<file path="src/rtl/mod_exp_ctrl_pkg.sv">
// Shared state encodings and helpers for the modular-exponentiation sequencer
// and the multiplier it drives.
package rsa_pkg;

  localparam logic [2:0] S_IDLE   = 3'd0;
  localparam logic [2:0] S_SQ     = 3'd1;
  localparam logic [2:0] S_SQ_REL = 3'd2;
  localparam logic [2:0] S_MU     = 3'd3;
  localparam logic [2:0] S_MU_REL = 3'd4;
  localparam logic [2:0] S_DONE   = 3'd5;

  typedef enum logic [2:0] {
    ST_IDLE   = S_IDLE,
    ST_SQ     = S_SQ,
    ST_SQ_REL = S_SQ_REL,
    ST_MU     = S_MU,
    ST_MU_REL = S_MU_REL,
    ST_DONE   = S_DONE
  } state_e;

  typedef enum logic [1:0] {
    MUL_IDLE = 2'd0,
    MUL_RUN  = 2'd1,
    MUL_DONE = 2'd2
  } mul_state_e;

  // Bits needed to index n items; a single-bit counter is the floor.
  function automatic int clog2(input int n);
    int r;
    r = 0;
    for (int i = 0; i < 31; i++) begin
      if ((1 << i) < n) r = i + 1;
    end
    return (r < 1) ? 1 : r;
  endfunction

endpackage

</file>
<file path="src/rtl/mod_exp_ctrl_if.sv">
// Request/response bus between the exponentiation sequencer and its modular multiplier.
interface mod_exp_ctrl_if #(
  parameter int k = 12
);

  logic [k-1:0] mm_x;
  logic [k-1:0] mm_y;
  logic         mm_start;
  logic [k-1:0] mm_z;
  logic         mm_done;

  modport master (
    output mm_x,
    output mm_y,
    output mm_start,
    input  mm_z,
    input  mm_done
  );

  modport slave (
    input  mm_x,
    input  mm_y,
    input  mm_start,
    output mm_z,
    output mm_done
  );

endinterface

</file>
<file path="src/rtl/mod_exp_top.sv">
// Exponentiation unit: the sequencer paired with its dedicated modular multiplier.
module mod_exp_top
  import rsa_pkg::*;
#(
  parameter int           k    = 12,
  parameter int           logk = clog2(k),
  parameter logic [k-1:0] m    = k'(3551)
) (
  input  logic         clk,
  input  logic         rst_n,
  input  logic         start,
  input  logic [k-1:0] base,
  input  logic [k-1:0] exp,
  output logic [k-1:0] z,
  output logic         done,
  output logic         busy
);

  mod_exp_ctrl_if #(.k(k)) mmBus ();

  mod_exp_ctrl #(.k(k), .logk(logk), .m(m)) uCtrl (
    .clk   (clk),
    .rst_n (rst_n),
    .start (start),
    .base  (base),
    .exp   (exp),
    .z     (z),
    .done  (done),
    .busy  (busy),
    .mm    (mmBus)
  );

  mod_mul #(.k(k), .logk(logk), .m(m)) uMul (
    .clk   (clk),
    .rst_n (rst_n),
    .x     (mmBus.mm_x),
    .y     (mmBus.mm_y),
    .start (mmBus.mm_start),
    .z     (mmBus.mm_z),
    .done  (mmBus.mm_done)
  );

endmodule

</file>
<file path="src/rtl/mod_mul.sv">
// Bit-serial interleaved modular multiplier z = x*y mod m, one y bit per cycle, MSB first.
// Operands must already be reduced below m.
module mod_mul
  import rsa_pkg::*;
#(
  parameter int           k    = 12,
  parameter int           logk = clog2(k),
  parameter logic [k-1:0] m    = k'(3551)
) (
  input  logic         clk,
  input  logic         rst_n,
  input  logic [k-1:0] x,
  input  logic [k-1:0] y,
  input  logic         start,
  output logic [k-1:0] z,
  output logic         done
);

  localparam logic [logk-1:0] IdxTop = logk'(k - 1);

  mul_state_e      state_q;
  logic [k-1:0]    xReg_q;
  logic [k-1:0]    yReg_q;
  logic [k-1:0]    r_q;
  logic [k-1:0]    z_q;
  logic [logk-1:0] cnt_q;
  logic            done_q;
  logic [k-1:0]    r_d;

  // Doubling then conditional add keeps r below m with two trial subtractions.
  function automatic logic [k-1:0] mulStep(input logic [k-1:0] r, input logic [k-1:0] xv,
                                           input logic bitv);
    logic [k:0] t;
    t = {r, 1'b0};
    if (t >= {1'b0, m}) t = t - {1'b0, m};
    if (bitv) t = t + {1'b0, xv};
    if (t >= {1'b0, m}) t = t - {1'b0, m};
    return t[k-1:0];
  endfunction

  assign r_d = mulStep(r_q, xReg_q, yReg_q[cnt_q]);

  always_ff @(posedge clk) begin
    if (!rst_n) begin
      state_q <= MUL_IDLE;
      xReg_q  <= '0;
      yReg_q  <= '0;
      r_q     <= '0;
      z_q     <= '0;
      cnt_q   <= '0;
      done_q  <= 1'b0;
    end else begin
      case (state_q)
        MUL_IDLE: begin
          if (start) begin
            xReg_q  <= x;
            yReg_q  <= y;
            r_q     <= '0;
            cnt_q   <= IdxTop;
            state_q <= MUL_RUN;
          end
        end
        MUL_RUN: begin
          r_q <= r_d;
          if (cnt_q == '0) begin
            z_q     <= r_d;
            done_q  <= 1'b1;
            state_q <= MUL_DONE;
          end else begin
            cnt_q <= cnt_q - 1'b1;
          end
        end
        MUL_DONE: begin
          if (!start) begin
            done_q  <= 1'b0;
            state_q <= MUL_IDLE;
          end
        end
        default: state_q <= MUL_IDLE;
      endcase
    end
  end

  assign z    = z_q;
  assign done = done_q;

endmodule

</file>
<file path="src/rtl/mod_exp_ctrl.sv">
// Left-to-right square-and-multiply sequencer: drives one modular multiplier
// through a level start/done handshake to compute z = base^exp mod m.
module mod_exp_ctrl
  import rsa_pkg::*;
#(
  parameter int           k    = 12,
  parameter int           logk = clog2(k),
  parameter logic [k-1:0] m    = k'(3551)
) (
  input  logic           clk,
  input  logic           rst_n,
  input  logic           start,
  input  logic [k-1:0]   base,
  input  logic [k-1:0]   exp,
  output logic [k-1:0]   z,
  output logic           done,
  output logic           busy,
  mod_exp_ctrl_if.master mm
);

  // With m == 1 every residue is 0, so the running product starts there.
  localparam logic [k-1:0]    AccInit = (m == k'(1)) ? '0 : k'(1);
  localparam logic [logk-1:0] IdxTop  = logk'(k - 1);

  state_e          state_q;
  logic [k-1:0]    bReg_q;
  logic [k-1:0]    eReg_q;
  logic [k-1:0]    acc_q;
  logic [logk-1:0] idx_q;
  logic [k-1:0]    z_q;
  logic            done_q;
  logic            busy_q;
  logic            mmStart_q;
  logic [k-1:0]    mmX_q;
  logic [k-1:0]    mmY_q;
  logic            lastBit;

  assign lastBit = (idx_q == '0);

  // Operands are loaded in the same edge that raises mm_start and are only
  // touched again after the release, so they stay stable for the whole request.
  always_ff @(posedge clk) begin
    if (!rst_n) begin
      state_q   <= ST_IDLE;
      bReg_q    <= '0;
      eReg_q    <= '0;
      acc_q     <= '0;
      idx_q     <= '0;
      z_q       <= '0;
      done_q    <= 1'b0;
      busy_q    <= 1'b0;
      mmStart_q <= 1'b0;
      mmX_q     <= '0;
      mmY_q     <= '0;
    end else begin
      case (state_q)
        ST_IDLE: begin
          if (start) begin
            bReg_q    <= base;
            eReg_q    <= exp;
            acc_q     <= AccInit;
            idx_q     <= IdxTop;
            mmX_q     <= AccInit;
            mmY_q     <= AccInit;
            mmStart_q <= 1'b1;
            busy_q    <= 1'b1;
            state_q   <= ST_SQ;
          end
        end
        ST_SQ: begin
          if (mm.mm_done) begin
            acc_q     <= mm.mm_z;
            mmStart_q <= 1'b0;
            state_q   <= ST_SQ_REL;
          end
        end
        ST_SQ_REL: begin
          if (!mm.mm_done) begin
            if (eReg_q[idx_q]) begin
              mmX_q     <= acc_q;
              mmY_q     <= bReg_q;
              mmStart_q <= 1'b1;
              state_q   <= ST_MU;
            end else if (lastBit) begin
              z_q     <= acc_q;
              done_q  <= 1'b1;
              busy_q  <= 1'b0;
              state_q <= ST_DONE;
            end else begin
              idx_q     <= idx_q - 1'b1;
              mmX_q     <= acc_q;
              mmY_q     <= acc_q;
              mmStart_q <= 1'b1;
              state_q   <= ST_SQ;
            end
          end
        end
        ST_MU: begin
          if (mm.mm_done) begin
            acc_q     <= mm.mm_z;
            mmStart_q <= 1'b0;
            state_q   <= ST_MU_REL;
          end
        end
        ST_MU_REL: begin
          if (!mm.mm_done) begin
            if (lastBit) begin
              z_q     <= acc_q;
              done_q  <= 1'b1;
              busy_q  <= 1'b0;
              state_q <= ST_DONE;
            end else begin
              idx_q     <= idx_q - 1'b1;
              mmX_q     <= acc_q;
              mmY_q     <= acc_q;
              mmStart_q <= 1'b1;
              state_q   <= ST_SQ;
            end
          end
        end
        ST_DONE: begin
          if (!start) begin
            done_q  <= 1'b0;
            state_q <= ST_IDLE;
          end
        end
        default: state_q <= ST_IDLE;
      endcase
    end
  end

  assign z           = z_q;
  assign done        = done_q;
  assign busy        = busy_q;
  assign mm.mm_start = mmStart_q;
  assign mm.mm_x     = mmX_q;
  assign mm.mm_y     = mmY_q;

endmodule
</file>
<file path="config.mk">
export PLATFORM = sky130hd
export DESIGN_NAME = mod_exp_top
export DESIGN_NICKNAME = d
export VERILOG_FILES = /design/src/rtl/mod_exp_ctrl_pkg.sv /design/src/rtl/mod_exp_ctrl_if.sv /design/src/rtl/mod_exp_top.sv /design/src/rtl/mod_mul.sv /design/src/rtl/mod_exp_ctrl.sv
export SDC_FILE = /design/constraint.sdc
export NUM_CORES = 1
export LEC_CHECK = 0
export ABC_AREA = 1
export BUFFER_PORTS_ARGS = -buffer_cell sky130_fd_sc_hd__buf_2
export CAP_MARGIN = 30
export CELL_PAD_IN_SITES_DETAIL_PLACEMENT = 0
export CELL_PAD_IN_SITES_GLOBAL_PLACEMENT = 2
export CORE_MARGIN = 2
export CORE_UTILIZATION = 30
export DETAILED_ROUTE_END_ITERATION = 10
export GPL_TIMING_DRIVEN = 0
export PLACE_DENSITY_LB_ADDON = 0.1
export REMOVE_ABC_BUFFERS = 1
export SLEW_MARGIN = 20
export SYNTH_ARGS = -nofsm -noshare
export SYNTH_HDL_FRONTEND = slang
export SYNTH_HIERARCHICAL = 1
export SYNTH_SLANG_ARGS = --single-unit
</file>
<file path="constraint.sdc">
create_clock -name clk -period 3.2 [get_ports clk]
set_input_delay 0.32 -clock clk [delete_from_list [all_inputs] [get_ports clk]]
set_output_delay 0.32 -clock clk [all_outputs]
set_load 0.05 [all_outputs]
</file>
**Yosys cells after proc, flatten, opt, wreduce, memory -nomap -nowiden**

Cells that the tools add are included.

- $add $sub $neg: 5
- Multipliers: 0
- Muxes and demuxes: 70
- Shift operators: 0
- Order comparisons: 4
- Bitwise gates (word level): 0
- Divide/modulo/power cells: 0
- Reduce and logical (&&, ||, !) cells: 26
- Eq/ne operators: 19

Operators with widths:

| cell | count |
|---|---|
| two-way mux 12 bit | 16 |
| one-hot mux 12 bit (2 select lines) | 3 |
| one-hot mux 12 bit (3 select lines) | 2 |
| two-way mux 4 bit | 7 |
| greater-or-equal comparator 13 x 12 -> 1 bit, second input constant | 2 |
| two-way mux 13 bit | 2 |
| two-way mux 3 bit | 8 |
| two-way mux 1 bit | 19 |
| one-hot mux 3 bit (6 select lines) | 1 |
| != test 2 bit, second input constant | 8 |
| AND reduction 5 bit | 3 |
| adder 13 x 12 -> 13 bit | 1 |
| subtractor 13 x 12 -> 13 bit, second input constant | 1 |
| one-hot mux 4 bit (3 select lines) | 1 |
| AND reduction 3 bit | 4 |
| subtractor 12 bit, second input constant | 1 |
| less-than comparator 4 x 5 -> 1 bit, second input constant | 2 |
| binary-select mux 1 bit (select 4 bit) | 2 |
| zero test 4 bit | 2 |
| != test 2 x 1 -> 1 bit, second input constant | 4 |
| one-hot mux 4 bit (2 select lines) | 1 |
| AND reduction 2 bit | 4 |
| AND reduction 4 bit | 2 |
| nonzero test 2 bit | 4 |
| 17 further kinds | 24 |

- Latch bits: 0
- ROM bits: 0
- Output and inout bits: 14
- Bits in writable memories: 0
- Logic and storage cells: 142
- Memories: 0
- Register bits: 137
- Bits of input ports: 27

**Logic depth before layout (Yosys ltp)**

Gate-level depths: netlist of the first run.

- Word-level depth: 7
- Mapped depth: 31
- Gate-level depth less buffers: 30

**Hierarchy**

The synthesis of the first run kept the hierarchy.

By module, submodules not included:

| module | times used | area an instance (µm²) | sequential area each (µm²) | cells each |
|---|---|---|---|---|
| mod_mul | 1 | 3918.8 | 1101.1 | 649 |
| mod_exp_ctrl | 1 | 3902.5 | 1641.6 | 541 |

**Least setup slack after synthesis of the first run**

OpenSTA, ideal clock, no wires.

- Path type: reg-to-reg
- Start: register uMul.r_q[4]
- End: register uMul.z_q[11], in the netlist uMul/z[11]
- Required time: 3091 ps
- Library setup time: 109 ps
- Path buffers: 2
- Arrival time: 3069 ps
- Stages on the path, launching flop included: 29
- Slack: 22 ps
- Clock period less this slack: 3178 ps
- Cells stage by stage: dfxtp_1 -> ha_1 -> nand2_1 -> inv_1 -> nand4_1 -> nand2_1 -> buf_2 -> nand2_1 -> o21ai_0 -> inv_1 -> ha_1 -> nand2_1 -> nor2_1 -> nand3_1 -> nand2_1 -> nand2_1 -> nand2_1 -> nor2_1 -> a21oi_2 -> nand3_2 -> nor2_2 -> nand3_4 -> nand2_4 -> buf_8 -> nand3_1 -> nand2_1 -> nand2_1 -> nand2_1 -> inv_1

- Longest elaborated chain between the ends: 6
- Elaborated cells between the ends (all ways): 8
- Classes of those cells: add/sub: 3; order compare: 2; mux: 3

Ends and longest elaborated chain:

| item | RTL line | source |
|---|---|---|
| start: declaration | mod_mul.sv:24 | `logic [k-1:0] r_q;` |
| start signal: assignment | mod_mul.sv:64 | `r_q <= r_d;` |
| subtractor 13 x 12 -> 13 bit or greater-or-equal comparator 13 x 12 -> 1 bit (tied branches) | mod_mul.sv:35 | `if (t >= {1'b0, m}) t = t - {1'b0, m};` |
| two-way mux 13 bit (*) | mod_mul.sv:35 |  |
| adder 13 x 12 -> 13 bit | mod_mul.sv:36 | `if (bitv) t = t + {1'b0, xv};` |
| two-way mux 13 bit (*) | mod_mul.sv:36 |  |
| subtractor 12 bit or greater-or-equal comparator 13 x 12 -> 1 bit (tied branches) | mod_mul.sv:37 | `if (t >= {1'b0, m}) t = t - {1'b0, m};` |
| two-way mux 12 bit (*) | mod_mul.sv:37 |  |
| end signal: assignment | mod_mul.sv:66 | `z_q <= r_d;` |
| end: declaration | mod_mul.sv:25 | `logic [k-1:0] z_q;` |

Mark *: on every way between the ends. The rest lies on a longest branch, timed or not.
A chain may end at the register's enable or synchronous reset.

**Final worst setup path of the first run**

- Start: register uMul.r_q[5]
- End: register uMul.z_q[4], in the netlist uMul/z[4]

- Longest elaborated chain between the ends: 6
- Elaborated cells between the ends (all ways): 8
- Classes of those cells: add/sub: 3; order compare: 2; mux: 3

Ends and longest elaborated chain:

| item | RTL line |
|---|---|
| subtractor 13 x 12 -> 13 bit or greater-or-equal comparator 13 x 12 -> 1 bit (tied branches) | mod_mul.sv:35 |
| two-way mux 13 bit (*) | mod_mul.sv:35 |
| adder 13 x 12 -> 13 bit | mod_mul.sv:36 |
| two-way mux 13 bit (*) | mod_mul.sv:36 |
| greater-or-equal comparator 13 x 12 -> 1 bit or subtractor 12 bit (tied branches) | mod_mul.sv:37 |
| two-way mux 12 bit (*) | mod_mul.sv:37 |

Marks and branches as above.

==> flow_metrics.tcl, run 1 <==
set metrics [dict create \
    gp_congestion 0.803 \
    relSlewSlack 0.318 \
    cts.htree.levels 4 \
    grt_start_max_net_pins 46 \
    slowest_stage "dfxtp_4" \
    p_sw_frac 0.502 \
    filler_cell_count 2852 \
    rr_startpoint "uMul/r_q[5]" \
    worst_slack_ps -209 \
    drive_gt1_frac 0.215 \
    crit_fanout 7 \
    fin_skew_ps 11.0 \
    viasPerCell 4.83 \
    reg2reg_to "uMul/z[4]" \
    violations "setup timing" \
    grt_first_pass_wirelength_um 40000 \
    clkTransAtPathRegs_ps 70 \
    hpwl_um 17400 \
    num_io_pins 41 \
    muxShareOfSynthArea 0 \
    clockPowerShare 0.176 \
    drtAntennaViolNets 0 \
    path_cells "ha_4, nand2_2, inv_2, nand4_1, nand2_2, buf_6, o21ai_4, inv_2, ha_4, nand2_4, nor2_2, nand2_1, nand2_2, xor2_2, nor2_1, nor2_2, nand3_2, nor2_4, nand3_4, buf_4, nand4_1, nand2_2, o21ai_1, inv_1" \
    yosys.area_share.xor_xnor 0.00896 \
    maxSlewViolCount 0 \
    first_global_vias 7278 \
    yosys.area_share.simple 0.331 \
    die_w_um 165 \
    drt_iter0_markers 363 \
    die_area_um2 27400 \
    arrival_ps 3730 \
    most-common-layout-cells "233 x nand2_1, 133 x dfxtp_1, 128 x inv_1" \
    crit_path_frequent_cell "nand2_2" \
    portBuffers 40 \
    synth_top_family_by_area "simple AND/OR/NAND/NOR gates" \
    dp_cells 1512 \
    syn-instance-count 1190 \
    pwr-share-seq 0.235 \
    dieHeight_um 165 \
    setup_violations 24 \
    intPower_mw 5.81 \
    synthDistinctLibCells 40 \
    cts_buffer_depth 2 \
    cts_buffers 17 \
    hold-worst-slack_ps 157 \
    dpl-instance-area_um2 8240 \
    area_delta_synth_final_pct 24.2 \
    track_usage 0.189 \
    ys_seq_area_frac 0.351 \
    root_buffer "clkbuf_16" \
    power.switching_mw 5.84 \
    wl_per_cell_um 15.8 \
    r2r_slack_ps -210 \
    grt_overflow 0 \
    worst_ep_required_time_ps 3520 \
    synth-compound-area-share 0.165 \
    rows 59 \
    powerDensity_nw_per_um2 1200 \
    antenna_found_initial 0 \
    synth_seq_cells 137 \
    min_path_cells 3 \
    hold_class "primary input to flip-flop" \
    min_from "exp[7]" \
    hold_end "uCtrl/eReg_q[7]" \
    core_region_area_um2 25800 \
    layout.nets 1283 \
    wl_um 25000 \
    rsz0062_at_grt "true" \
    finalCritPeriodShare 1.07 \
    maxCapViolCount 0 \
    hold_viol 0 \
    start_util 0.303 \
    avgSynthCellArea_um2 6.57 \
    synthAdderAreaFrac 0.0330 \
    start_kind "flip-flop" \
    via_count 7648 \
    p_leak_nw 4.16 \
    reg2reg_depth 24 \
    fmax_ghz 0.293 \
    worstMarginPinSlew_ps 1020 \
    finalCriticalPeriod_ps 3410 \
    syn_area_um2 7820 \
    status "finished, violations left" \
    cts.sinks 137 \
    drc_errors 0 \
    synth_warnings 6 \
    slowest_delay_ps 360 \
    final_cell_area_um2 9710 \
    peakVddDrop_uv 430 \
    first_pass_iters 5 \
    antenna_cells 0 \
    insertion_delay_ps 430 \
    cp-end-kind "flip-flop" \
    final_common_cell "nand2_1" \
    cts_tree "built" \
    combinationalPowerShare 0.589 \
    critPathKind "flip-flop to flip-flop" \
    final_cells 1584 \
]
per-stage QoR:
stage                     utilization  total power, mW  setup slack (ps)  setup TNS, ps
after floorplan                     -             6.55              12.8              0
after global placement          0.314             8.30             -1010         -51150
after detailed placement        0.319             8.34              -921         -23430
after CTS                       0.369             11.5              -184          -2850
after global routing            0.376             12.7              -465          -9760
final                           0.376             11.6              -209          -3840
repair_timing:
item,4_1_cts,5_1_grt
setup buffers,29,6
hold endpoints to repair,0,0
pin swaps,45,31
gates resized for setup,127,26
hold buffers,0,0
gates cloned,3,1
setup endpoints to repair,37,37
critical path: cells and delay by family (launching register included):
kind | cells | cell delay (ps)
compound gates | 2 | 280
fa+ha+maj | 2 | 480
buf+inv | 5 | 500
xor+xnor | 1 | 180
flops | 1 | 360
simple gates | 14 | 1490
registers in the layout (all words and copies together), names as in the netlist:
signal / count
uCtrl/mm.mm_y: 12
uCtrl/idx_q: 4
uMul/yReg_q: 12
uCtrl/z: 12
uCtrl/done: 1
uMul/state_q: 2
uMul/cnt_q: 4
uMul/z: 12
uCtrl/acc_q: 12
uMul/done: 1
uCtrl/state_q: 3
uMul/r_q: 12
uMul/xReg_q: 12
uCtrl/mm.mm_start: 1
uCtrl/bReg_q: 12
uCtrl/eReg_q: 12
uCtrl/mm.mm_x: 12
uCtrl/busy: 1
logic make-up (layout without fill, tap and decap cells):
family	count (synthesis)	in the layout
AND/OR/NAND/NOR	581	585
AO/OA/AOI/OAI	237	237
buffers and inverters	207	262
flip-flops	137	137
adder cells (fa/ha/maj)	20	20
XOR/XNOR	8	8
power groups by stage:
stage | sequential [mW] | combinational (mW) | clock (mW)
4_1_cts | 2.74 | 6.65 | 2.10
5_1_grt | 2.82 | 7.70 | 2.18
3_5_place_dp | 2.74 | 5.60 | 0
3_3_place_gp | 2.75 | 5.55 | 0
6_report | 2.74 | 6.86 | 2.05
2_1_floorplan | 2.58 | 3.97 | 0
final cells by class:
cell class | instances | area (um^2) | area share
Multi-Input combinational cell | 850 | 4760 | 0.490
Tap cell | 335 | 419 | 0.0432
Clock buffer | 19 | 433 | 0.0446
Timing Repair Buffer | 83 | 611 | 0.0629
Sequential cell | 137 | 2750 | 0.283
Clock inverter | 13 | 169 | 0.0174
Inverter | 147 | 566 | 0.0582
worst max path at each step:
stage                     slack, ps         from          end  cells past startpoint
after floorplan                  10  uMul/r_q[4]    uMul/z[2]                     25
after global placement        -1010  uMul/r_q[4]    uMul/z[2]                     25
after detailed placement       -920  uMul/r_q[4]  uMul/r_q[4]                     24
after CTS                      -180  uMul/r_q[5]   uMul/z[10]                     24
after global routing           -470  uMul/r_q[5]    uMul/z[0]                     24
final                          -210  uMul/r_q[5]    uMul/z[4]                     24
metal layers:
metal / wire, um / up-vias / part of all wire / GRT usage
met5: 0 / - / 0 / 0
met2: 12100 / 85 / 0.48 / 0.321
li1: - / 3995 / - / -
met1: 12100 / 3553 / 0.48 / 0.253
met3: 522 / 15 / 0.021 / 0.0240
met4: 309 / 0 / 0.012 / 0.0486
synth_stat cells:
cell | count | area [um^2]
inv_4 | 1 | 6.26
nand3_1 | 131 | 656
o21ai_1 | 25 | 125
nor3_1 | 3 | 15.0
nand2_4 | 3 | 33.8
buf_1 | 3 | 11.3
and3_1 | 1 | 6.26
ha_1 | 19 | 238
nor2_8 | 1 | 20.0
nor2_1 | 115 | 432
a21oi_2 | 4 | 35.0
nand4_1 | 21 | 131
a21oi_1 | 78 | 390
nor2_2 | 6 | 37.5
buf_6 | 4 | 45.0
inv_2 | 9 | 33.8
or3_1 | 1 | 6.26
o21ai_0 | 84 | 420
dfxtp_1 | 137 | 2740
nand3_4 | 2 | 35.0
xor2_1 | 7 | 61.3
buf_4 | 2 | 15.0
a31oi_1 | 25 | 156
o211ai_2 | 1 | 12.5
o21ai_2 | 2 | 17.5
nor2_4 | 3 | 33.8
nand3b_1 | 4 | 30.0
o21bai_1 | 4 | 30.0
a211oi_1 | 13 | 97.6
fa_1 | 1 | 20.0
nand2_2 | 8 | 50.1
nand3_2 | 7 | 70.1
o31ai_1 | 1 | 7.51
xnor2_1 | 1 | 8.76
clkinv_1 | 2 | 7.51
nand2_1 | 275 | 1030
clkbuf_1 | 33 | 124
inv_1 | 135 | 507
buf_2 | 15 | 75.1
buf_8 | 3 | 45.0
(Power assumes the default switching activity.)
==> run 2: changes to the inputs <==
==> constraint.sdc (replaced) <==
create_clock -name clk -period 3.41 [get_ports clk]
set_input_delay 0.341 -clock clk [delete_from_list [all_inputs] [get_ports clk]]
set_output_delay 0.341 -clock clk [all_outputs]
set_load 0.05 [all_outputs]
==> run 2 against run 1 <==
Compared with the run above:
- the flow still finishes with violations (setup timing)
- cell area decreased by 1.5%
- utilization decreased by 0.55 points
- die area unchanged
- sequential power decreased by 6%
- fmax decreased by 1.9%
==> flow_metrics.tcl, run 2 (same netlist as run 1, synthesis figures left out) <==
set metrics [dict create \
    crit_cells 25 \
    slowest_stage "dfxtp_4" \
    core_region_area_um2 25800 \
    critPathKind "flip-flop to flip-flop" \
    layout.nets 1274 \
    powerDensity_nw_per_um2 1120 \
    cts.htree.levels 4 \
    arrival_ps 3830 \
    insertion_delay_ps 430 \
    cts_tree "built" \
    worst_slack_ps -66.4 \
    cp-end-kind "flip-flop" \
    cts_buffers 17 \
    drive_gt1_frac 0.199 \
    maxSlewViolCount 0 \
    final_util 0.370 \
    maxCapViolCount 0 \
    finalCritPeriodShare 1.02 \
    postCtsHoldBufs 0 \
    cts_buffer_depth 2 \
    via_count 7601 \
    antenna_found_initial 0 \
    worstMarginPinSlew_ps 950 \
    fmax_ghz 0.288 \
    reg2reg_depth 25 \
    drt_iter0_markers 379 \
    tns_ps -732 \
    violations "setup timing" \
    filler_cell_count 2866 \
    start_kind "flip-flop" \
    num_io_pins 41 \
    crit_family "simple AND/OR/NAND/NOR gates" \
    drtAntennaViolNets 0 \
    gp_congestion 0.803 \
    rsz0062_at_grt "true" \
    dpl_worst_slack_ps -711 \
    dieHeight_um 165 \
    root_buffer "clkbuf_16" \
    track_usage 0.188 \
    grt_first_pass_wirelength_um 39800 \
    crit_fanout 8 \
    rr_startpoint "uMul/r_q[5]" \
    worst_ep_required_time_ps 3770 \
    antenna_cells 0 \
    reg2reg_to "uMul/r_q[11]" \
    first_global_vias 7201 \
    portBuffers 40 \
    drc_errors 0 \
    area_delta_synth_final_pct 22.4 \
    wl_per_cell_um 15.8 \
    wl_um 24800 \
    viasPerCell 4.83 \
    path_buf_inv 3 \
    rows 59 \
    crit_path_frequent_cell "nand2_1" \
    clkTransAtPathRegs_ps 70 \
    grt_start_max_net_pins 46 \
    die_w_um 165 \
    relSlewSlack 0.366 \
    slowest_delay_ps 360 \
    peakVddDrop_uv 403 \
    crit_path_end "uMul/r_q[11]" \
    start_util 0.303 \
    most-common-layout-cells "240 x nand2_1, 133 x dfxtp_1, 130 x inv_1" \
    fin_total_pwr_mw 10.7 \
    fin_skew_ps 11.0 \
    setup_violations 18 \
    first_pass_iters 4 \
    r2r_slack_ps -70 \
    p_leak_nw 4.11 \
    final_common_cell "nand2_1" \
    grt_overflow 0 \
    die_area_um2 27400 \
    cts.sinks 137 \
    finalCriticalPeriod_ps 3480 \
    hpwl_um 17400 \
    status "finished, violations left" \
    hold_class "primary input to flip-flop" \
    hold_viol 0 \
    worstSetupStartpoint "uMul/r_q[5]" \
]
## run 2: cell count changes in the layout (fill, tap and decap cells not counted), sizes merged
cell / change
buf: -9
## run 2: per-layer routing
layer / share of wire / GRT usage
met5: 0 / 0
met4: 0.013 / 0.0455
met3: 0.020 / 0.0240
met2: 0.48 / 0.320
met1: 0.48 / 0.252
## run 2: worst min path at each step
| stage | start | endpoint | slack [ps] | cells past startpoint |
|---|---|---|---|---|
| floorplan | uCtrl/bReg_q[0] | uCtrl/bReg_q[0] | 430 | 2 |
| global placement | uCtrl/done | uCtrl/done | 440 | 2 |
| detailed placement | uCtrl/done | uCtrl/done | 440 | 2 |
| CTS | exp[0] | uCtrl/eReg_q[0] | 160 | 3 |
| global route | exp[2] | uCtrl/eReg_q[2] | 170 | 3 |
| finish | exp[7] | uCtrl/eReg_q[7] | 180 | 3 |
## run 2: per-stage QoR
stage | hold WS (ps) | instance area [um^2] | cells
finish | 178 | 9570 | 1575
global route | 174 | 9570 | 1575
CTS | 161 | 9340 | 1564
detailed placement | 443 | 8240 | 1512
global placement | 438 | 8130 | 1505
floorplan | 429 | 7510 | 1130
## run 2: final cells by class
type / count / area (um^2) / share of cell area
Sequential cell: 137 / 2750 / 0.288
Timing Repair Buffer: 74 / 531 / 0.0554
Inverter: 147 / 566 / 0.0591
Tap cell: 335 / 419 / 0.0438
Clock inverter: 13 / 169 / 0.0176
Multi-Input combinational cell: 850 / 4700 / 0.491
Clock buffer: 19 / 433 / 0.0452
## run 2: where the power goes
group / internal, mW / total, mW / switching, mW
Clock: 1.16 / 1.92 / 0.766
Combinational: 2.08 / 6.22 / 4.13
Sequential: 2.09 / 2.57 / 0.476
Total: 5.33 / 10.7 / 5.38
## run 2: timing repair
action,CTS,global route
setup endpoints to repair,37,24
pin swaps,33,31
gates cloned,3,1
resized for setup,95,39
setup buffers,17,9
## run 2: worst register-to-register path: stages, from the launching register on
cell and delay [ps]:
dfxtp_4 360, ha_4 160, nand2_1 60, inv_1 50, nand4_1 170, nand2_2 110
buf_6 140, o21ai_4 170, inv_2 60, ha_4 320, nand2_4 80, nor2_4 100
nand3_2 100, nand2_2 90, nand2_1 60, nand2_2 70, nor2_1 50, a21oi_2 180
nand3_2 140, nor2_4 150, nand3_4 220, nand2_8 180, nand2_1 60, nand2_1 100
nand3_2 80, a21oi_2 160
